### src/rtl/seq_multiplier.sv
// seq_multiplier: radix-2 shift-and-add N x N -> 2N multiplier with valid/ready handshakes.
// Optional macro SEQ_MULT_EARLY_TERM_EN: CALC stops once the remaining multiplier bits are all zero.
module seq_multiplier #(
  parameter int WIDTH = 8
) (
  input  logic               clk,
  input  logic               rst_n,
  input  logic [WIDTH-1:0]   in_a,
  input  logic [WIDTH-1:0]   in_b,
  input  logic               signed_mode,
  input  logic               valid_in,
  output logic               ready_out,
  output logic [2*WIDTH-1:0] mult_out,
  output logic               valid_out,
  input  logic               ready_in
);
  localparam int CW = $clog2(WIDTH);
  typedef enum logic [1:0] {IDLE, CALC, DONE} state_t;
  state_t state, state_nx;
  logic [WIDTH-1:0] mcand, mplier;
  logic [2*WIDTH-1:0] acc, acc_nx;
  logic [CW-1:0] cnt;
  logic sign, accept, drain, last;
  assign accept = valid_in && ready_out;
  assign drain = valid_out && ready_in;
  assign acc_nx = acc + (mplier[0] ? ({{WIDTH{1'b0}}, mcand} << cnt) : '0);
`ifdef SEQ_MULT_EARLY_TERM_EN
  assign last = (mplier >> 1) == '0;
`else
  assign last = cnt == CW'(WIDTH - 1);
`endif
  // state register
  always_ff @(posedge clk or negedge rst_n)
    if (!rst_n) state <= IDLE;
    else state <= state_nx;
  // next-state: accept -> CALC, final step -> DONE, output handshake -> IDLE
  always_comb begin
    state_nx = state;
    case (state)
      IDLE: state_nx = accept ? CALC : IDLE;
      CALC: state_nx = last ? DONE : CALC;
      DONE: state_nx = drain ? IDLE : DONE;
      default: state_nx = IDLE;
    endcase
  end
  // datapath: latch magnitudes at accept, one shift-add step per CALC cycle, sign-fix on exit
  always_ff @(posedge clk or negedge rst_n)
    if (!rst_n) begin
      mcand <= '0;
      mplier <= '0;
      acc <= '0;
      cnt <= '0;
      sign <= 1'b0;
      mult_out <= '0;
      valid_out <= 1'b0;
      ready_out <= 1'b1;
    end else if (accept) begin
      mcand <= (signed_mode && in_a[WIDTH-1]) ? -in_a : in_a;
      mplier <= (signed_mode && in_b[WIDTH-1]) ? -in_b : in_b;
      sign <= signed_mode & (in_a[WIDTH-1] ^ in_b[WIDTH-1]);
      acc <= '0;
      cnt <= '0;
      ready_out <= 1'b0;
    end else if (state == CALC) begin
      acc <= acc_nx;
      mplier <= mplier >> 1;
      cnt <= cnt + 1'b1;
      if (last) begin
        mult_out <= sign ? -acc_nx : acc_nx;
        valid_out <= 1'b1;
      end
    end else if (drain) begin
      valid_out <= 1'b0;
      ready_out <= 1'b1;
    end
endmodule

### config.mk
export PLATFORM = sky130hd
export DESIGN_NAME = seq_multiplier
export DESIGN_NICKNAME = d
export VERILOG_FILES = /design/src/rtl/seq_multiplier.sv
export SDC_FILE = /design/constraint.sdc
export NUM_CORES = 1
export LEC_CHECK = 0
export CAP_MARGIN = 10
export CORE_ASPECT_RATIO = 1.2
export CORE_MARGIN = 10
export CORE_UTILIZATION = 50
export DETAILED_ROUTE_END_ITERATION = 16
export DONT_BUFFER_PORTS = 1
export PLACE_DENSITY = 0.63
export SKIP_CTS_REPAIR_TIMING = 1
export SYNTH_ARGS = -nofsm -noshare
export SYNTH_HDL_FRONTEND = slang
export SYNTH_SLANG_ARGS = --single-unit
### constraint.sdc
create_clock -name clk -period 9.1 [get_ports clk]
set_clock_uncertainty 0.05 [all_clocks]
set_input_delay 0.91 -clock clk [delete_from_list [all_inputs] [get_ports clk]]
set_output_delay 0.91 -clock clk [all_outputs]
set_load 0.02 [all_outputs]
Word level (Yosys, flattened, before mapping)
Index checks and enable logic that the tools add are counted.

operators by class
  add/sub/neg operators = 5
  equality and inequality tests = 5
  bitwise operators = 3
  shift operators = 1
  reductions and logical operators = 11
  muxes and demuxes = 20

operators by type and width
  kind                                                  count
  two-way mux 16 bit                                    4
  two-way mux 8 bit                                     4
  adder 16 bit                                          1
  negation 16 bit                                       1
  negation 8 bit                                        2
  left shift 8 x 3 -> 16 bit                            1
  two-way mux 1 bit                                     7
  two-way mux 3 bit                                     2
  case mux 2 bit (3 select lines)                       1
  AND reduction 3 bit                                   2
  nonzero test 2 bit                                    3
  logical AND 1 bit                                     4
  two-way mux 2 bit                                     2
  inequality test 2 bit (second input constant)         2
  adder 3 x 1 -> 3 bit (second input constant)          1
  equality test 3 bit (second input constant)           1
  equality test 2 x 1 -> 1 bit (second input constant)  1
  equality test 2 bit (second input constant)           1
  zero test 2 bit                                       1
  AND reduction 2 bit                                   1
  bitwise AND 1 bit                                     1
  NOT 1 bit                                             1
  XOR 1 bit                                             1

word-level totals
  output and inout port bits = 18
  flip-flop bits (word level) = 56
  word-level logic and storage cells = 54

Depth between registers and ports, before layout
Gate-level depths: netlist (run 1).

  depth in word-level cells = 5
  gate-level depth with buffers = 16

Worst setup path before layout (run 1)
No wires, ideal clock.

  path kind = reg2reg
  from = register cnt[1]
  to = register mult_out[15]
  arrival time = 3691 ps
  path slack = 5237 ps
  required time = 8929 ps
  path buffers = 3
  setup time = 121 ps
  cell stages (with the launch flop) = 17
  cells stage by stage = dfrtp_1 > clkbuf_1 > clkbuf_1 > mux2i_1 > a21oi_1 > a21oi_1 > nor2b_1 > ha_1 > buf_6 > or3_1 > a2111oi_0 > o21bai_2 > nand4_2 > or4_4 > o41ai_2 > xnor2_1 > o21ai_1

between the ends
  word-level cells in the longest chain between the ends = 5

ends and longest elaborated chain
  element                     RTL line  RTL
  from (decl)                 22        logic [CW-1:0] cnt;
  from (signal assigned)      67        cnt <= cnt + 1'b1;
  left shift 8 x 3 -> 16 bit  26        assign acc_nx = acc + (mplier[0] ? ({{WIDTH{1'b0}}, mcand} << cnt) : '0);
  two-way mux 16 bit          26
  adder 16 bit                26
  negation 16 bit             69        mult_out <= sign ? -acc_nx : acc_nx;
  two-way mux 16 bit          69
  to (signal assigned)        69
  to (decl)                   13        output logic [2*WIDTH-1:0] mult_out,

Parallel ways exist; a longest one is shown, timed or not.
A chain may end at the register's enable or synchronous reset.

Worst setup path in the final report (run 1)
Ends and elaborated chain as after synthesis.

==> results.md, run 1 <==
* Status: finished, final reports clean
* Largest net degree at the start of global routing at 57
* TritonCTS sink count at 56
* # fillers at 767
* DRT Pass-1 Iters at 4
* Synth Register Bits at between 50 and 60
* Internal at around 310 uW
* Post-synth top cells: nand2_1 (87), dfrtp_1 (55), nor2_1 (52), o21ai_0 (40), a21oi_1 (35)
* Synth area leader: dfrtp_1
* DR DRC count at 0
* Total Wirelength at slightly above 9000 um
* Diode count at 0
* CTS tree: done
* Fin. max-slew vios at 0
* Psw at approximately 90 uW
* Synthesized instance count at around 490
* Dpl cell area at 3980 um^2
* DR vias/cell at between 5 and 6
* Worst r2r src: cnt[1]$_DFFE_PN0P_
* Vias in the first global route at about 3300
* Worst-skew pair later-pin latency at 0.32 ns
* CP Launch Point: cnt[1]$_DFFE_PN0P_
* Area of the core at about 7700 um^2
* Clock buffer count from CTS at 5
* Sequential element share of the synthesized area at 35.2%
* Post-layout util at a little over half
* CP top delay family: compound AO/OA/AOI/OAI gates
* Hold crit path type: in2async
* WP depth at 13
* Hold Vio Cnt, Final at 0
* Fin Setup TNS at 0 ns
* Slew of the pin with the lowest slew margin at 1.07 ns
* Post-synth top area share at between 30 and 40%
* Worst path max stage delay at between 0.6 and 0.7 ns
* Number of synthesis warnings at 0
* Max Fclk at 235 MHz
* Pre-CTS setup slack at 4.88 ns
* Post-synth EDFFs at 0
* CP cell instances: mux2_2 > o21ai_0 > nor2_1 > o21a_1 > ha_1 > a21oi_1 > o2111ai_1 > o211ai_1 > o21ai_0 > or4_4 > o41ai_2 > xnor2_1 > o21ai_1
* RSZ-0062 raised after global routing: false
* Final nets at 510
* Post-synth ARST share at 100%
* Leak at about 1.9 nW
* Slew HR at approximately 29%
* Hpwl dp at ~7000 um
* Detailed-route via count at roughly 3300
* Power after layout at ~400 uW
* WS Path Type: reg2reg
* Power Density at 98.3 nW/um^2
* I/O Buffers at 0
* Max-cap violations at 0
* Drt initial violations at 152
* Most frequent cell after synthesis: nand2_1
* Critical path endpoint category: flop
* Initial antenna violation count at 0
* Primary FF master, synth: dfrtp_1
* Clock slew at reported path FFs at around 0.11 ns
* # setup viols final at 0
* Final design area excluding fillers at slightly above 4000 um^2
* Die Ht at approximately 120 um
* Sw frac at a little under a quarter
* Synth top area cells: dfrtp_1 (35%), nand2_1 (8.2%), ha_1 (6.3%)
* Comb power frac at 2.3%
* Initial Utilization at about 52%
* Most frequent CP cell: o21ai_0
* Full die area at approximately 12000 um^2
* Routed length per placed instance at between 15 and 20 um
* H-Tree Depth at 2
* Cell Area, Synth at between 3000 and 4000 um^2
* Die Wd at just over 100 um
* Boundary pin count at 39
* VDD IR max at 0.0000710 V
* Arrival time worst endpoint at 4.37 ns
* Clock buffer depth at 2
* Worst Path Required at just over 9 ns
* Final Cycle Share at approximately 47%
* Syn avg cell area at between 8 and 9 um^2
* Flop pwr share at 62.3%
* Gr ovfl total at 0
* Buf/Inv on CP at 0
* RD Place Congestion at approximately 0.9
* Critical path's slowest cell: dfrtp_1
* Reg2reg path depth at 13
* Site Rows at 35
* Post-synth net total at around 530
* Critical Path Start Type: flop
* CTS root buf: clkbuf_8
* Crit-path max FO at 15
* Final min period at around 4.2 ns
* All-Layer GR Usage at around 16%
* Clock power share at a little over a third
* Layout area overhead at 1.98%
* Share of layout cells above drive strength 1 at between 5 and 6%
* Global-route wire length before repair at approximately 16000 um
* Post-route ant nets at 0
* Yosys cell types at 58
* Worst setup margin at roughly 4.9 ns
metal layers:
layer	vias to the layer above	routed length, um	global-route usage, %
met3	8	452	2.94
met2	60	4700	27.7
li1	1655	-	-
met1	1551	3880	19.0
met5	-	0	0
met4	0	92	3.23
power groups by stage:
stage	logic (mW)	clock network (mW)	registers, mW
CTS	0.00954	0.146	0.249
floorplan	0.00870	0	0.254
finish	0.00935	0.141	0.249
global placement	0.00931	0	0.254
detailed placement	0.00953	0	0.254
global route	0.0108	0.155	0.249
path summary, 6_finish.rpt:
kind	slack [ns]	endpoint
setup reg to reg	4.85	mult_out[15]$_DFFE_PN0P_
hold / removal	0.22	mult_out[1]$_DFFE_PN0P_
min in group clk	0.45	state[0]$_DFF_PN0_
setup / recovery	4.85	mult_out[15]$_DFFE_PN0P_
hold reg to reg	0.45	state[0]$_DFF_PN0_
max in group asynchronous	8.60	ready_out$_DFFE_PN1P_
final cells by class:
type	count	area [um^2]	area share [%]
clock buffer	6	72.6	1.79
sequential	56	1400	34.5
tap	92	115	2.83
multi-input combinational	390	2390	58.9
clock inverter	2	13.8	0.339
inverter	13	48.8	1.20
timing repair buffer	2	15.0	0.370
state kept, by name (all words and copies together), names as in the netlist:
signal and cells:
cnt 3, mult_out 16, mcand 8, ready_out 1, acc 16, sign 1, mplier 8, state 2
valid_out 1
cell usage in the layout (no fill, tap or decap), types with 3 or more instances in the layout:
cell	n
nor3_1	7
and2_1	4
nand3_1	11
o21ai_0	40
mux2i_1	9
o31ai_1	4
nand2_1	87
or3_1	4
a211oi_1	7
mux2_2	5
dfrtp_1	55
o211ai_1	3
nand2b_1	4
ha_1	20
a31oi_1	11
clkbuf_8	5
xor2_1	18
nor2b_1	4
a21oi_1	35
nor2_1	52
and3_1	3
a21o_1	4
xnor2_1	21
o21a_1	4
inv_1	13
through the flow:
step | hold slack, ns | instances
after CTS | 0.216 | 561
after global placement | 0.429 | 553
after floorplan | 0.385 | 485
after global routing | 0.199 | 561
final | 0.221 | 561
after detailed placement | 0.438 | 553
kinds of logic (layout without fill, tap and decap cells):
logic type                 Yosys count  after routing  share of synthesized area (%)
adders and majority gates           21             21                           6.79
xor gates and xnor gates            39             39                           8.58
DFF                                 56             56                           35.2
buffers and inverters               39             23                           4.74
and+or+nand+nor                    189            189                           21.0
AOI/OAI and AO/OA                  127            127                           20.0
muxes                               14             14                           3.68
Note: power is estimated with default switching activity, not from simulation.
==> inputs of run 2 (changes only) <==
PLACE_DENSITY = 0.66   (was 0.63)
clock period = 3.89 ns   (was 9.1 ns; I/O delays follow)
==> run 2 against run 1 <==
  * Global-route usage is 0.40 points lower
  * Clock power is 130% higher
  * Combinational power grew to 4.0 times the previous value
  * Via count is 3.7% higher
  * First-iteration DRC count is 2.6% lower
  * Die area stayed put
  * Largest cell class unchanged
  * Highest routed layer unchanged
==> results.md, run 2 (synthesized netlist as in run 1, its figures left out) <==
* Status: finished, final reports clean
* Critical path endpoint category: flop
* DR DRC count at 0
* Comb power frac at between 3 and 4%
* Initial antenna violation count at 0
* Area of the core at 7710 um^2
* Critical Path Start Type: flop
* Clock buffer count from CTS at 5
* Layout area overhead at 11.4%
* Global-route wire length before repair at between 15000 and 20000 um
* Clock power share at roughly a third
* Fin. max-slew vios at 0
* CP cell instances: buf_4 > mux2_2 > and2_1 > o311a_1 > ha_1 > a21oi_1 > o31ai_4 > o31ai_1 > xor2_1 > buf_4 > o21ai_0 > o41ai_4 > xnor2_1 > o21ai_1
* Boundary pin count at 39
* Worst setup margin at roughly 0.11 ns
* Most frequent cells in the layout: nand2_1 (87), dfrtp_1 (54), nor2_1 (52), o21ai_0 (36), a21oi_1 (32)
* Sw frac at between 20% and 30%
* CTS root buf: clkbuf_8
* Biggest regs: acc (16), mult_out (16)
* Psw at around 220 uW
* VDD IR max at roughly 0.00016 V
* Critical path's slowest cell: dfrtp_1
* Site Rows at 35
* Flop pwr share at 61.7%
* Drt initial violations at between 100 and 150
* Full die area at around 12000 um^2
* Total Wirelength at 9480 um
* CP top delay family: compound AO/OA/AOI/OAI gates
* Gr ovfl total at 0
* Post-layout util at 57.6%
* Buf/Inv on CP at 2
* DRT Pass-1 Iters at 4
* Die Ht at around 120 um
* I/O Buffers at 0
* CTS tree: done
* Post-route ant nets at 0
* Met2 usage at about a quarter
* RD Place Congestion at between 0.8 and 0.9
* Power Density at about 210 nW/um^2
* Most common cell after layout, fill and taps aside: nand2_1
* Final Cycle Share at 97.1%
* DR vias/cell at a little under 6
* All-Layer GR Usage at between 10% and 20%
* Die Wd at between 100 and 150 um
* TritonCTS sink count at 56
* Diode count at 0
* Initial Utilization at a little over 50%
* Hpwl dp at between 6000 and 7000 um
* Worst-skew pair later-pin latency at ~0.32 ns
* # setup viols final at 0
* Arrival time worst endpoint at 3.90 ns
* Max Fclk at roughly 260 MHz
* Met1 usage at between 15 and 20%
* Worst Path Required at ~4.0 ns
* Hold Vio Cnt, Final at 0
* Vias in the first global route at about 3300
* Fin Setup TNS at 0 ns
* Crit-path max FO at 7
* Slew HR at a little over a quarter
* Leak at just over 2 nW
* Routed length per placed instance at ~16 um
* Grt peak-use layer: met2
* M3 GR Usage at approximately 3.8%
* H-Tree Depth at 2
* Clock buffer depth at 2
* Pre-CTS setup slack at about 0.0039 ns
* Clock slew at reported path FFs at approximately 0.10 ns
* Internal at 724 uW
* Hold crit path type: in2reg
* Power after layout at ~940 uW
* Share of layout cells above drive strength 1 at around 14%
* Final nets at about 540
* Largest net degree at the start of global routing at 57
* Detailed-route via count at between 3000 and 4000
* Worst path max stage delay at just over 0.4 ns
* Max-cap violations at 0
* Most frequent CP cell: buf_4
* Slew of the pin with the lowest slew margin at 1.10 ns
* Final min period at about 3.8 ns
* WS Path Type: reg2reg
* Reg-to-reg setup timing slack at ~0.11 ns
-- run 2: changes by cell type in the layout (fill, tap and decap cells not counted), sizes merged --
| cell | previous run | this run |
|---|---|---|
| clkinv | 1 | 0 |
| buf | 2 | 29 |
| dlygate4sd3 | 0 | 1 |
-- run 2: layout make-up --
| type | count | area [um^2] |
|---|---|---|
| clock buffer | 6 | 72.6 |
| clock inverter | 1 | 8.76 |
| fill | 689 | 3270 |
| inverter | 13 | 48.8 |
| multi-input combinational | 390 | 2530 |
| sequential | 56 | 1400 |
| tap | 92 | 115 |
| timing repair buffer | 30 | 255 |
-- run 2: through the flow --
step                      hold slack (ns)  instance area, um^2  std cells
final                               0.138                 4440        588
after global routing                0.138                 4440        588
after CTS                          -0.309                 4210        581
after detailed placement           0.0452                 4130        574
after global placement             0.0452                 4130        574
after floorplan                    0.0434                 3980        485
-- run 2: per-layer routing --
metal | part of all wire (%) | routed length, um | vias up
li1 | - | - | 1705
met1 | 41 | 3870 | 1609
met2 | 52 | 4950 | 68
met3 | 5.3 | 503 | 13
met4 | 1.7 | 159 | 0
met5 | 0 | 0 | -
-- run 2: worst paths after layout --
path	startpoint	endpoint	cells after the start
hold reg to reg	state[1]$_DFF_PN0_	state[0]$_DFF_PN0_	1
setup / recovery	cnt[1]$_DFFE_PN0P_	mult_out[15]$_DFFE_PN0P_	14
max in group asynchronous	rst_n	ready_out$_DFFE_PN1P_	2
hold / removal	in_a[7]	mcand[7]$_DFFE_PN0P_	2
setup reg to reg	cnt[1]$_DFFE_PN0P_	mult_out[15]$_DFFE_PN0P_	14
min in group asynchronous	rst_n	mult_out[1]$_DFFE_PN0P_	2
-- run 2: power by group through the flow --
stage          clock (mW)  combinational [mW]  sequential, mW
2_1_floorplan           0              0.0203           0.593
3_3_place_gp            0              0.0218           0.593
3_5_place_dp            0              0.0226           0.593
4_1_cts             0.336              0.0225           0.582
5_1_grt             0.356              0.0433           0.582
6_report            0.325              0.0372           0.582
-- run 2: worst register-to-register path: stages, from the launching register on --
cell,delay (ns)
dfrtp_1,0.41
buf_4,0.14
mux2_2,0.33
and2_1,0.17
o311a_1,0.35
ha_1,0.37
a21oi_1,0.28
o31ai_4,0.13
o31ai_1,0.29
xor2_1,0.17
buf_4,0.16
o21ai_0,0.21
o41ai_4,0.35
xnor2_1,0.15
o21ai_1,0.08
==> RTL edit 1 (settings of run 1) <==
Encoding of `state_t`: now one-hot (3 bits for 3 states).
--- a/src/rtl/seq_multiplier.sv
+++ b/src/rtl/seq_multiplier.sv
@@ -17,3 +17,3 @@
   localparam int CW = $clog2(WIDTH);
-  typedef enum logic [1:0] {IDLE, CALC, DONE} state_t;
+  typedef enum logic [2:0] {IDLE = 3'b001, CALC = 3'b010, DONE = 3'b100} state_t;
   state_t state, state_nx;
Check against the original RTL: no difference found for any inputs over 4 cycles, from zero or initial values and one cycle with rst_n low; so few cycles prove little.
==> RTL edit 1 against run 1 <==
- worst setup slack got worse by 0.38 ns
- sequential cell count rose by 1
- wire length fell by 3.5%
- largest cell class unchanged
- synthesized area fell by 3.0%
- cell count fell by 1.4%
- design area rose by 2.0%
Power is not compared: it rests on default switching activity, and its combinational part moved more than twofold at a synthesized area within 25%.
==> RTL edit 1: results (changes against run 1) <==
outcome: finished clean
Fillers: 721 (-6.0%)
Root Buffer: clkbuf_8
routed wire length: 8805 µm (-3.5%)
vias in the first global route: 3100 (-7.1%)
worst hold margin: 0.2040 ns (-0.01659 ns)
clk_lat worst skew: 0.34 ns (+0.02 ns)
register area: 1429 µm² (+1.9%)
vias post-DR: 3152 (-3.7%)
first-pass GRT wire length: 14950 µm (-5.6%)
Placed Instance Area: 3911 µm² (-1.6%)
RePlAce Congestion: 0.8479 (-6.2%)
H-tree levels: 3 (+1)
gr usage total: 15.80% (+0.069 points)
Nets: 498 (-2.4%)
number of buffers created by CTS: 9 (+4)
largest net degree at the start of global routing: 58 (+1.8%)
pre-CTS WS: 4.457 ns (-0.4268 ns)
Worst Tran Pin Value: 0.9631 ns (-0.1078 ns)
Syn Area/Cell: 8.309 µm² (+1.2%)
most frequent cells after synthesis: nand2_1, dfrtp_1, nor2_1, a21oi_1, o21ai_0
top cells by area, synth: dfrtp_1, nand2_1, ha_1
1st-iter DRT viols: 103 (-32%)
register area share after synthesis: 36.98% (+1.8 points)
Worst-path clk slew: 0.08 ns (-0.03 ns)
Min-Delay Path Class: input port to asynchronous set/reset pin
DP Cell Count: 537 (-2.9%)
share of cells above drive strength 1: 7.375% (+1.8 points)
DP HPWL: 6521 µm (-5.9%)
RTL edit 1: changes by cell type after synthesis, moves of 3 or more:
| cell | change |
|---|---|
| buf_1 | -3 |
| clkbuf_8 | -3 |
| o21ai_0 | -9 |
| nor2_1 | -11 |
| nand2_1 | +10 |
| nor3_1 | -3 |
| nand3_1 | +3 |
| a211oi_1 | -5 |
| clkbuf_1 | +5 |
| or2_2 | +4 |
| o211ai_1 | -3 |
RTL edit 1: layout make-up:
cell class / count / share of cell area (%)
flip-flops and latches: 57 / 34.49
clock buffers: 12 / 3.745
well taps: 92 / 2.779
clock inverters: 4 / 1.842
repair buffers: 2 / 0.3624
multi-input cells: 375 / 55.78
inverters: 11 / 0.9967
RTL edit 1: cell families after synthesis:
logic type / after synthesis / synth area share, %
muxes: 15 / 4.080
buffers and inverters: 33 / 3.206
xor gates and xnor gates: 38 / 8.614
and+or+nand+nor: 191 / 22.09
adders and majority gates: 21 / 6.995
DFF: 57 / 36.98
AOI/OAI and AO/OA: 110 / 18.04
RTL edit 1: power groups by stage:
stage	registers, µW	logic (µW)	clock network [µW]
after floorplan	304	223	0
after global placement	316	261	0
after detailed placement	317	267	0
after CTS	312	268	280
after global routing	317	303	290
final	312	268	275
RTL edit 1: worst max path at each step:
stage                    to  slack (ns)  cells after the start
2_1_floorplan  mult_out[15]        4.82                     16
3_3_place_gp   mult_out[15]        4.59                     14
3_5_place_dp   mult_out[15]        4.46                     14
4_1_cts        mult_out[15]        4.46                     14
5_1_grt        mult_out[13]        4.10                     14
6_report       mult_out[15]        4.48                     14
RTL edit 1: metal layers:
metal | global-route usage [%] | vias up | share of wire (%)
li1 | - | 1593 | -
met1 | 17.74 | 1479 | 43
met2 | 27.68 | 63 | 49
met3 | 3.550 | 17 | 5.4
met4 | 7.453 | 0 | 2.5
met5 | 0 | - | 0
==> RTL edit 2 (settings of run 1) <==
Made on the original files. Change the parameter `WIDTH` from 8 to 16.
--- a/src/rtl/seq_multiplier.sv
+++ b/src/rtl/seq_multiplier.sv
@@ -3,3 +3,3 @@
 module seq_multiplier #(
-  parameter int WIDTH = 8
+  parameter int WIDTH = 16
 ) (
Interface: changed (resized in_a, in_b and mult_out); port bits go from 39 to 71. The function was not compared with the original's and may differ.
==> RTL edit 2 against run 1 <==
- die area rose by 79%
- sequential cell count is 49 higher
- sequential power is 87% higher
- sequential share of layout area fell by 3.1 points
- maximum frequency down 30%
- worst setup slack worse by 1.8 ns
- critical path depth is 5 higher
- design area rose by 110%
- non-clock buffer count grew 1
- synthesized area is 100% higher
- wire length is 130% higher
- highest routed layer unchanged
- clock power rose to 2.8 times the old value
- combinational power grew to 2.6 times the old value
- power up 120%
==> RTL edit 2: results (changes against run 1) <==
outcome: finished clean
Placed Instance Area: 8061 µm² (+100%)
vias in the first global route: 6780 (+100%)
Sw Ratio: 23.88% (+1.2 points)
Nets: 1051 (+110%)
DP HPWL: 15800 µm (+130%)
initial antenna violation count: 0 (unchanged)
Fillers: 1574 (+110%)
first-pass GRT wire length: 35270 µm (+120%)
yosys warns: 0 (unchanged)
clk_lat worst skew: 0.37 ns (+0.05 ns)
RePlAce Congestion: 0.9610 (+6.4%)
synth unique cells: 66 (+14%)
register area share after synthesis: 32.94% (-2.3 points)
ant diodes: 0 (unchanged)
H-tree levels: 3 (+1)
drt first pass iters: 5 (+1)
Min-Delay Path Class: input port to asynchronous set/reset pin
Most used DFF post-synth: dfrtp_1
fin cells: 1191 (+110%)
Root Buffer: clkbuf_16
pre-CTS WS: 3.102 ns (-1.781 ns)
top cells by area, synth: dfrtp_1, nand2_1, ha_1
largest net degree at the start of global routing: 106 (+86%)
Worst Path Max Fanout: 25 (+10)
gr usage total: 20.10% (+4.4 points)
Leak: 0.003723 µW (+97%)
Critical Path AT: 6.22 ns (+1.85 ns)
Area Overhead vs Synth: 4.641%
vias post-DR: 7007 (+110%)
share of cells above drive strength 1: 4.578% (-0.97 points)
Worst-path clk slew: 0.09 ns (-0.02 ns)
slowest cell delay on critical path: 0.93 ns (+0.25 ns)
Worst Tran Pin Value: 1.114 ns (+0.04339 ns)
Worst VDD drop: 0.07944 mV (+12%)
number of buffers created by CTS: 9 (+4)
Syn Area/Cell: 7.816 µm² (-4.8%)
DP Cell Count: 1175 (+110%)
routed wire length: 21040 µm (+130%)
1st-iter DRT viols: 432 (+180%)
most frequent cells after synthesis: nand2_1, dfrtp_1, nor2_1, o21ai_0, a21oi_1
biggest regs: acc: 32 flops, mult_out: 32 flops
## RTL edit 2: path summary, 6_finish.rpt
check,from,endpoint,slack (ns),cells after the start
setup / recovery,cnt[0],mult_out[30],3.05,18
hold / removal,rst_n,acc[2],0.18,0
setup reg to reg,cnt[0],mult_out[30],3.05,18
hold reg to reg,mcand[14],mcand[14],0.47,2
max in group asynchronous,rst_n,ready_out,8.60,0
min in group clk,mcand[14],mcand[14],0.47,2
## RTL edit 2: cell families (layout without fill, tap and decap cells)
group / count (synthesis) / in the layout / synth area share, %
flip-flops: 105 / 105 / 32.94
multiplexers: 22 / 22 / 3.136
XOR/XNOR: 83 / 83 / 9.109
adder cells (fa/ha/maj): 36 / 36 / 5.738
AND/OR/NAND/NOR: 418 / 418 / 23.78
AO/OA/AOI/OAI: 284 / 284 / 21.83
buffers and inverters: 73 / 35 / 3.465
## RTL edit 2: power groups by stage
stage | logic (µW) | clock network [µW] | registers [µW]
after global placement | 24.2 | 0 | 475
after CTS | 24.4 | 397 | 466
after floorplan | 21.2 | 0 | 476
final | 24.1 | 388 | 466
after global routing | 27.9 | 411 | 466
after detailed placement | 24.3 | 0 | 475
## RTL edit 2: metal layers
metal	wire (µm)	global-route usage, %	vias up
li1	-	-	3527
met1	9225	25.56	3270
met2	10170	34.09	185
met3	1249	2.963	25
met4	395	6.828	0
met5	0	0	-
## RTL edit 2: layout make-up
type | instances | area share, %
repair buffers | 3 | 0.2697
multi-input cells | 843 | 60.95
well taps | 208 | 3.117
clock buffers | 9 | 2.697
inverters | 16 | 0.7192
clock inverters | 7 | 0.7642
flip-flops and latches | 105 | 31.48
